==> src/rtl/box_pkg.sv <==
// Shared constants, request record and FSM encoding for the box drawer.
package box_pkg;

   localparam int SCREEN_W = 160;
   localparam int SCREEN_H = 120;
   localparam int X_W      = 8;
   localparam int Y_W      = 7;
   localparam int COLOUR_W = 3;

   localparam logic [COLOUR_W-1:0] COLOUR_WHITE = 3'b111;

   typedef enum logic {
      ST_IDLE = 1'b0,
      ST_DRAW = 1'b1
   } box_state_e;

   typedef struct packed {
      logic [X_W-1:0]      x;
      logic [Y_W-1:0]      y;
      logic [COLOUR_W-1:0] colour;
   } box_req_t;

endpackage

==> src/rtl/box_fifo.sv <==
// Synchronous request FIFO with registered occupancy count and full/empty flags.
// Push and pop on the same edge both take effect; out-of-range operations are ignored.
module box_fifo
   import box_pkg::*;
#(
   parameter int DEPTH = 4
) (
   input  logic     clk,
   input  logic     rst_n,
   input  logic     push,
   input  box_req_t wdata,
   input  logic     pop,
   output box_req_t rdata,
   output logic     full,
   output logic     empty
);

   localparam int AW = $clog2(DEPTH);
   localparam int CW = AW + 1;
   localparam logic [CW-1:0] CNT_FULL = CW'(DEPTH);

   box_req_t      mem_q [DEPTH];
   box_req_t      mem_d [DEPTH];
   logic [AW-1:0] wr_ptr_q, wr_ptr_d;
   logic [AW-1:0] rd_ptr_q, rd_ptr_d;
   logic [CW-1:0] count_q, count_d;
   logic          full_q, full_d;
   logic          empty_q, empty_d;
   logic          push_ok, pop_ok;

   assign push_ok = push & ~full_q;
   assign pop_ok  = pop & ~empty_q;
   assign rdata   = mem_q[rd_ptr_q];
   assign full    = full_q;
   assign empty   = empty_q;

   // Write the incoming request into the slot at the write pointer.
   always_comb begin
      mem_d = mem_q;
      if (push_ok) begin
         mem_d[wr_ptr_q] = wdata;
      end
   end

   // Advance pointers and occupancy; flags are derived from the next count so they stay registered.
   always_comb begin
      wr_ptr_d = wr_ptr_q;
      rd_ptr_d = rd_ptr_q;
      count_d  = count_q;
      if (push_ok) begin
         wr_ptr_d = wr_ptr_q + AW'(1);
      end
      if (pop_ok) begin
         rd_ptr_d = rd_ptr_q + AW'(1);
      end
      case ({push_ok, pop_ok})
         2'b10:   count_d = count_q + CW'(1);
         2'b01:   count_d = count_q - CW'(1);
         default: count_d = count_q;
      endcase
      full_d  = (count_d == CNT_FULL);
      empty_d = (count_d == '0);
   end

   // Storage array, no reset needed for payload.
   always_ff @(posedge clk) begin
      mem_q <= mem_d;
   end

   // Control state with asynchronous reset to empty.
   always_ff @(posedge clk or negedge rst_n) begin
      if (!rst_n) begin
         wr_ptr_q <= '0;
         rd_ptr_q <= '0;
         count_q  <= '0;
         full_q   <= 1'b0;
         empty_q  <= 1'b1;
      end else begin
         wr_ptr_q <= wr_ptr_d;
         rd_ptr_q <= rd_ptr_d;
         count_q  <= count_d;
         full_q   <= full_d;
         empty_q  <= empty_d;
      end
   end

endmodule

==> src/rtl/box_drawer.sv <==
// Box drawer: buffers box requests and rasterises each as a BOX_W x BOX_H
// filled rectangle, one registered pixel per cycle, clipping off-screen pixels.
module box_drawer
   import box_pkg::*;
#(
   parameter int BOX_W      = 5,
   parameter int BOX_H      = 3,
   parameter int FIFO_DEPTH = 4
) (
   input  logic                clk,
   input  logic                resetn,
   input  logic                in_valid,
   output logic                in_ready,
   input  logic [X_W-1:0]      in_x,
   input  logic [Y_W-1:0]      in_y,
   input  logic [COLOUR_W-1:0] in_colour,
   output logic [X_W-1:0]      vga_x,
   output logic [Y_W-1:0]      vga_y,
   output logic [COLOUR_W-1:0] vga_colour,
   output logic                plot,
   output logic                busy,
   output logic                box_done
);

   localparam logic [X_W-1:0] DX_LAST = X_W'(BOX_W - 1);
   localparam logic [Y_W-1:0] DY_LAST = Y_W'(BOX_H - 1);
   localparam logic [X_W:0]   X_MAX   = (X_W + 1)'(SCREEN_W - 1);
   localparam logic [Y_W:0]   Y_MAX   = (Y_W + 1)'(SCREEN_H - 1);

   box_state_e          state_q, state_d;
   box_req_t            req_q, req_d;
   logic [X_W-1:0]      dx_q, dx_d;
   logic [Y_W-1:0]      dy_q, dy_d;
   logic [X_W-1:0]      vga_x_q, vga_x_d;
   logic [Y_W-1:0]      vga_y_q, vga_y_d;
   logic [COLOUR_W-1:0] vga_colour_q, vga_colour_d;
   logic                plot_q, plot_d;
   logic                last_q, last_d;
   logic                box_done_q, box_done_d;
   logic                live_q, live_d;

   logic                push, pop;
   logic                fifo_full, fifo_empty;
   box_req_t            wdata, head;
   logic [X_W:0]        sum_x;
   logic [Y_W:0]        sum_y;
   logic                on_screen;

   assign in_ready = live_q & ~fifo_full;
   assign push     = in_valid & in_ready;
   assign wdata    = '{x: in_x, y: in_y, colour: in_colour};

   box_fifo #(
      .DEPTH (FIFO_DEPTH)
   ) u_fifo (
      .clk   (clk),
      .rst_n (resetn),
      .push  (push),
      .wdata (wdata),
      .pop   (pop),
      .rdata (head),
      .full  (fifo_full),
      .empty (fifo_empty)
   );

   // Pixel coordinates carry one extra bit so right/bottom overflow is detectable.
   assign sum_x     = {1'b0, req_q.x} + {1'b0, dx_q};
   assign sum_y     = {1'b0, req_q.y} + {1'b0, dy_q};
   assign on_screen = (sum_x <= X_MAX) && (sum_y <= Y_MAX);

   assign vga_x      = vga_x_q;
   assign vga_y      = vga_y_q;
   assign vga_colour = vga_colour_q;
   assign plot       = plot_q;
   assign box_done   = box_done_q;
   assign busy       = ~fifo_empty | (state_q == ST_DRAW) | last_q;

   // Leaving reset: in_ready is held low until the first edge after release.
   always_comb begin
      live_d = 1'b1;
   end

   // Scan FSM: pop a request, sweep dx fastest then dy, chain straight into the next box.
   always_comb begin
      state_d      = state_q;
      req_d        = req_q;
      dx_d         = dx_q;
      dy_d         = dy_q;
      vga_x_d      = vga_x_q;
      vga_y_d      = vga_y_q;
      vga_colour_d = vga_colour_q;
      plot_d       = 1'b0;
      last_d       = 1'b0;
      pop          = 1'b0;
      box_done_d   = last_q;
      case (state_q)
         ST_IDLE: begin
            if (!fifo_empty) begin
               pop     = 1'b1;
               req_d   = head;
               dx_d    = '0;
               dy_d    = '0;
               state_d = ST_DRAW;
            end
         end
         ST_DRAW: begin
            vga_x_d      = sum_x[X_W-1:0];
            vga_y_d      = sum_y[Y_W-1:0];
            vga_colour_d = req_q.colour;
            plot_d       = on_screen;
            if (dx_q == DX_LAST) begin
               dx_d = '0;
               if (dy_q == DY_LAST) begin
                  dy_d   = '0;
                  last_d = 1'b1;
                  if (!fifo_empty) begin
                     pop   = 1'b1;
                     req_d = head;
                  end else begin
                     state_d = ST_IDLE;
                  end
               end else begin
                  dy_d = dy_q + Y_W'(1);
               end
            end else begin
               dx_d = dx_q + X_W'(1);
            end
         end
         default: state_d = ST_IDLE;
      endcase
   end

   // Current box payload, loaded on every pop.
   always_ff @(posedge clk) begin
      req_q <= req_d;
   end

   // Control, counters and registered VGA outputs, cleared by asynchronous reset.
   always_ff @(posedge clk or negedge resetn) begin
      if (!resetn) begin
         state_q      <= ST_IDLE;
         dx_q         <= '0;
         dy_q         <= '0;
         vga_x_q      <= '0;
         vga_y_q      <= '0;
         vga_colour_q <= '0;
         plot_q       <= 1'b0;
         last_q       <= 1'b0;
         box_done_q   <= 1'b0;
         live_q       <= 1'b0;
      end else begin
         state_q      <= state_d;
         dx_q         <= dx_d;
         dy_q         <= dy_d;
         vga_x_q      <= vga_x_d;
         vga_y_q      <= vga_y_d;
         vga_colour_q <= vga_colour_d;
         plot_q       <= plot_d;
         last_q       <= last_d;
         box_done_q   <= box_done_d;
         live_q       <= live_d;
      end
   end

endmodule

==> config.mk <==
export PLATFORM = sky130hd
export DESIGN_NAME = box_drawer
export DESIGN_NICKNAME = d
export VERILOG_FILES = /design/src/rtl/box_pkg.sv /design/src/rtl/box_fifo.sv /design/src/rtl/box_drawer.sv
export SDC_FILE = /design/constraint.sdc
export NUM_CORES = 1
export LEC_CHECK = 0
export ABC_AREA = 1
export BUFFER_PORTS_ARGS = -buffer_cell sky130_fd_sc_hd__buf_2
export CELL_PAD_IN_SITES_DETAIL_PLACEMENT = 0
export CELL_PAD_IN_SITES_GLOBAL_PLACEMENT = 1
export CORE_AREA = 3 3 123 125
export CTS_CLUSTER_SIZE = 8
export DETAILED_ROUTE_END_ITERATION = 7
export DIE_AREA = 0 0 126 128
export PLACE_DENSITY_LB_ADDON = 0.15
export SLEW_MARGIN = 20
export SYNTH_ARGS = -nofsm -noshare
export SYNTH_HDL_FRONTEND = slang
export SYNTH_SLANG_ARGS = --single-unit
==> constraint.sdc <==
create_clock -name clk -period 2.4 [get_ports clk]
set_input_delay 0.48 -clock clk [delete_from_list [all_inputs] [get_ports clk]]
set_output_delay 0.48 -clock clk [all_outputs]
set_load 0.02 [all_outputs]
==> results.yml <==
run_status:
  status: "finished, final reports clean"
logic_synthesis:
  synth_cell_types: 28
  syn_area_sq_um: 5990
  synth_nets: 596
  synth_edf_count: 90
  ys_ff_latch: 137
  netlist_instances: 548
  synth_flop_cell: "edfxtp_1"
  synthTopCellsByCount: "nand2_1, edfxtp_1, nor2_1"
  synth_top_cell_area_share_pct: 45.1
  synth_top_area_cell: "edfxtp_1"
  ys_seq_area_share_pct: 64.8
  synth.most_common_cell: "nand2_1"
  async_reset_ff_share_pct: 34.3
  yosysWarningCount: 0
  synth.avg_cell_area_sq_um: 10.9
  synthTopCellsByArea: "edfxtp_1, dfrtp_1, nand2_1"
timing:
  finClkSkew_ns: 0.0144
  fmax_mhz: 428
  max-slew-margin-rel_pct: 55.4
  whs_ns: 0.102
  setup_violations: 0
  period_share_pct: 97.4
  final-hold-violation-count: 0
  slew_violations: 0
  period_needed_ns: 2.34
  rsz0062_at_grt: "yes"
  worst_pin_slew_ns: 0.669
pwr:
  pwr-share-comb_pct: 30.1
  swShare_pct: 32.9
  peakVddDrop_mv: 0.627
  pwr_density_cell_nw_per_um2: 1150
  finalPower_mw: 8.33
  p_clk_share_pct: 31.4
  sequentialPowerShare_pct: 38.6
  switching_power_mw: 2.74
  internal_power_mw: 5.59
  leakagePower_nw: 3.05
drt:
  wirelength_mm: 12.2
  remaining_drc_errors: 0
  wl_met1_mm: 5.89
  ant_nets: 0
  drtPass1Iterations: 4
  viasPerCell: 4.91
  via_count: 4019
  met2WireLength_mm: 5.57
  maxUsedRoutingLayer: "met4"
  routedWlPerCell_microns: 14.9
  drt_iter0_markers: 165
  met3WireLength_microns: 484
worst_setup_path:
  r2r-end: "u_fifo.full$_DFF_PN0_"
  criticalPathCategory: "reg -> reg"
  cp.required_ns: 2.75
  critical_path_arrival_ns: 2.69
  cp-end-kind: "register"
  reg2regPathDepth: 16
  rrSetupSlack_ns: 0.06
  cp-start-kind: "register"
  r2r-start: "dx_q[1]$_DFFE_PN0P_"
  worst-path-max-fanout: 3
global_routing:
  grt_antenna_before_repair: 0
  grt_pass1_wl_mm: 20.2
  grt_remaining_overflow: 0
  grt_pass1_vias: 4020
  track_usage_pct: 16.0
  grt_max_degree: 39
cts:
  htreeDepth: 4
  insertion_delay_ns: 0.42
  path_clk_slew_ns: 0.06
  clock_sinks: 137
  cts_made_buffers: 17
  max-clock-path-buffers: 2
  ctsRootBufferMaster: "clkbuf_16"
  cts_tree: "done"
floorplan:
  die_w_microns: 126
  die_height_microns: 128
  core-area_sq_um: 14000
  ioPinCount: 43
  initial_core_util_pct: 42.8
  rows: 43
  die-area_sq_um: 16100
cells_and_area:
  fin_area_sq_um: 7260
  nNetsFinal: 674
  syn_to_final_growth_pct: 21.2
  antenna_cells: 0
  drive_gt1_share_pct: 19.9
min_path:
  min_path_type: "in -> async"
placed_design:
  gp_congestion: 0.780
  dp_hpwl_mm: 8.12
  placed_area_sq_um: 6580
  numPortBuffers: 42
flow_run:
  cap_viol_max_count: 0
## layout by cell type, fill, tap and decap left out, types with 3 or more instances in the layout
cell,Yosys,final
inv_1,58,53
a21oi_1,10,9
xor2_1,9,9
bufinv_16,0,3
nor2_1,63,60
dfrtp_1,46,46
nand2_1,94,93
buf_4,0,32
inv_6,0,4
buf_2,5,42
nor3_1,5,5
clkinv_2,0,4
ha_1,24,22
inv_2,2,6
nor2_2,2,4
edfxtp_1,90,90
xnor2_1,4,4
o21ai_0,61,59
nand4_1,8,8
clkbuf_16,0,17
nand3_1,19,18
o22ai_1,22,22
## final cells by class
class	count	area, sq um
clock buffer	17	425
clock inverter	14	170
timing repair buffer	74	450
sequential	137	3880
tap	180	225
inverter	60	228
multi-input combinational	336	1880
fill	1266	6730
## cell families after synthesis
logic type	after synthesis	share of synthesized area (%)
other	1	0.0626
AND/OR/NAND/NOR	196	13.5
XOR/XNOR	13	1.90
flip-flops	137	64.8
adder cells (fa/ha/maj)	27	6.02
AO/OA/AOI/OAI	99	8.94
buffers and inverters	75	4.80
## per-layer routing
metal  global-route usage, %  vias to the layer above
li1                        -                     2026
met2                    25.1                       88
met1                    21.7                     1886
met4                    6.06                        0
met5                       0                        -
met3                    4.08                       19
## power by group through the flow
stage	sequential [mW]	clock [mW]	combinational [mW]
after CTS	3.21	2.66	2.47
after global placement	3.24	0	2.38
after detailed placement	3.25	0	2.45
after global routing	3.26	2.78	2.88
after floorplan	3.38	0	1.48
final	3.21	2.61	2.50
## worst max-delay path: stages (launching register included)
cell and delay (ns):
dfrtp_1 0.38, inv_2 0.08, ha_4 0.14, nand3_4 0.07, nor2_4 0.12, inv_2 0.05
nand2_2 0.06, nand3_2 0.09, inv_2 0.10, ha_4 0.14, inv_4 0.04, fa_2 0.36
a21oi_2 0.11, o21ai_1 0.08, xor2_1 0.25, inv_1 0.09, nor2_2 0.10
## worst max-delay path by stage
stage	cells past startpoint	slack, ns	startpoint	to
after floorplan	14	0.002	dx_q[1]$_DFFE_PN0P_	u_fifo.empty$_DFF_PN1_
after global placement	16	0.04	dx_q[0]$_DFFE_PN0P_	u_fifo.full$_DFF_PN0_
after detailed placement	14	-0.11	dx_q[0]$_DFFE_PN0P_	u_fifo.empty$_DFF_PN1_
after CTS	16	0.02	dx_q[0]$_DFFE_PN0P_	u_fifo.full$_DFF_PN0_
after global routing	16	-0.08	dx_q[1]$_DFFE_PN0P_	u_fifo.full$_DFF_PN0_
final	16	0.06	dx_q[1]$_DFFE_PN0P_	u_fifo.full$_DFF_PN0_
## flip-flops by register name, summed over array words and instances (netlist names), 3 cells and up
| name | cells |
|---|---|
| dx_q | 8 |
| dy_q | 7 |
| req_q | 18 |
| u_fifo.count_q | 3 |
| u_fifo.mem_q | 72 |
| vga_colour | 3 |
| vga_x | 8 |
| vga_y | 7 |
## stage by stage
stage	util, %	cells	TNS, ns	worst slack (ns)
2_1_floorplan	-	548	0	0.00186
5_1_grt	51.9	818	-0.0795	-0.0795
6_report	51.9	818	0	0.0617
3_3_place_gp	47.0	784	0	0.0396
4_1_cts	51.4	816	0	0.0189
3_5_place_dp	47.0	784	-0.192	-0.106
## repair_timing
action                     CTS  global route
hold buffers                 0             0
cloned                       0             0
pin swaps                    2             8
resized for setup            6            16
setup buffers                1             2
setup endpoints to repair    2             3
Note: power is estimated with default switching activity, not from simulation.
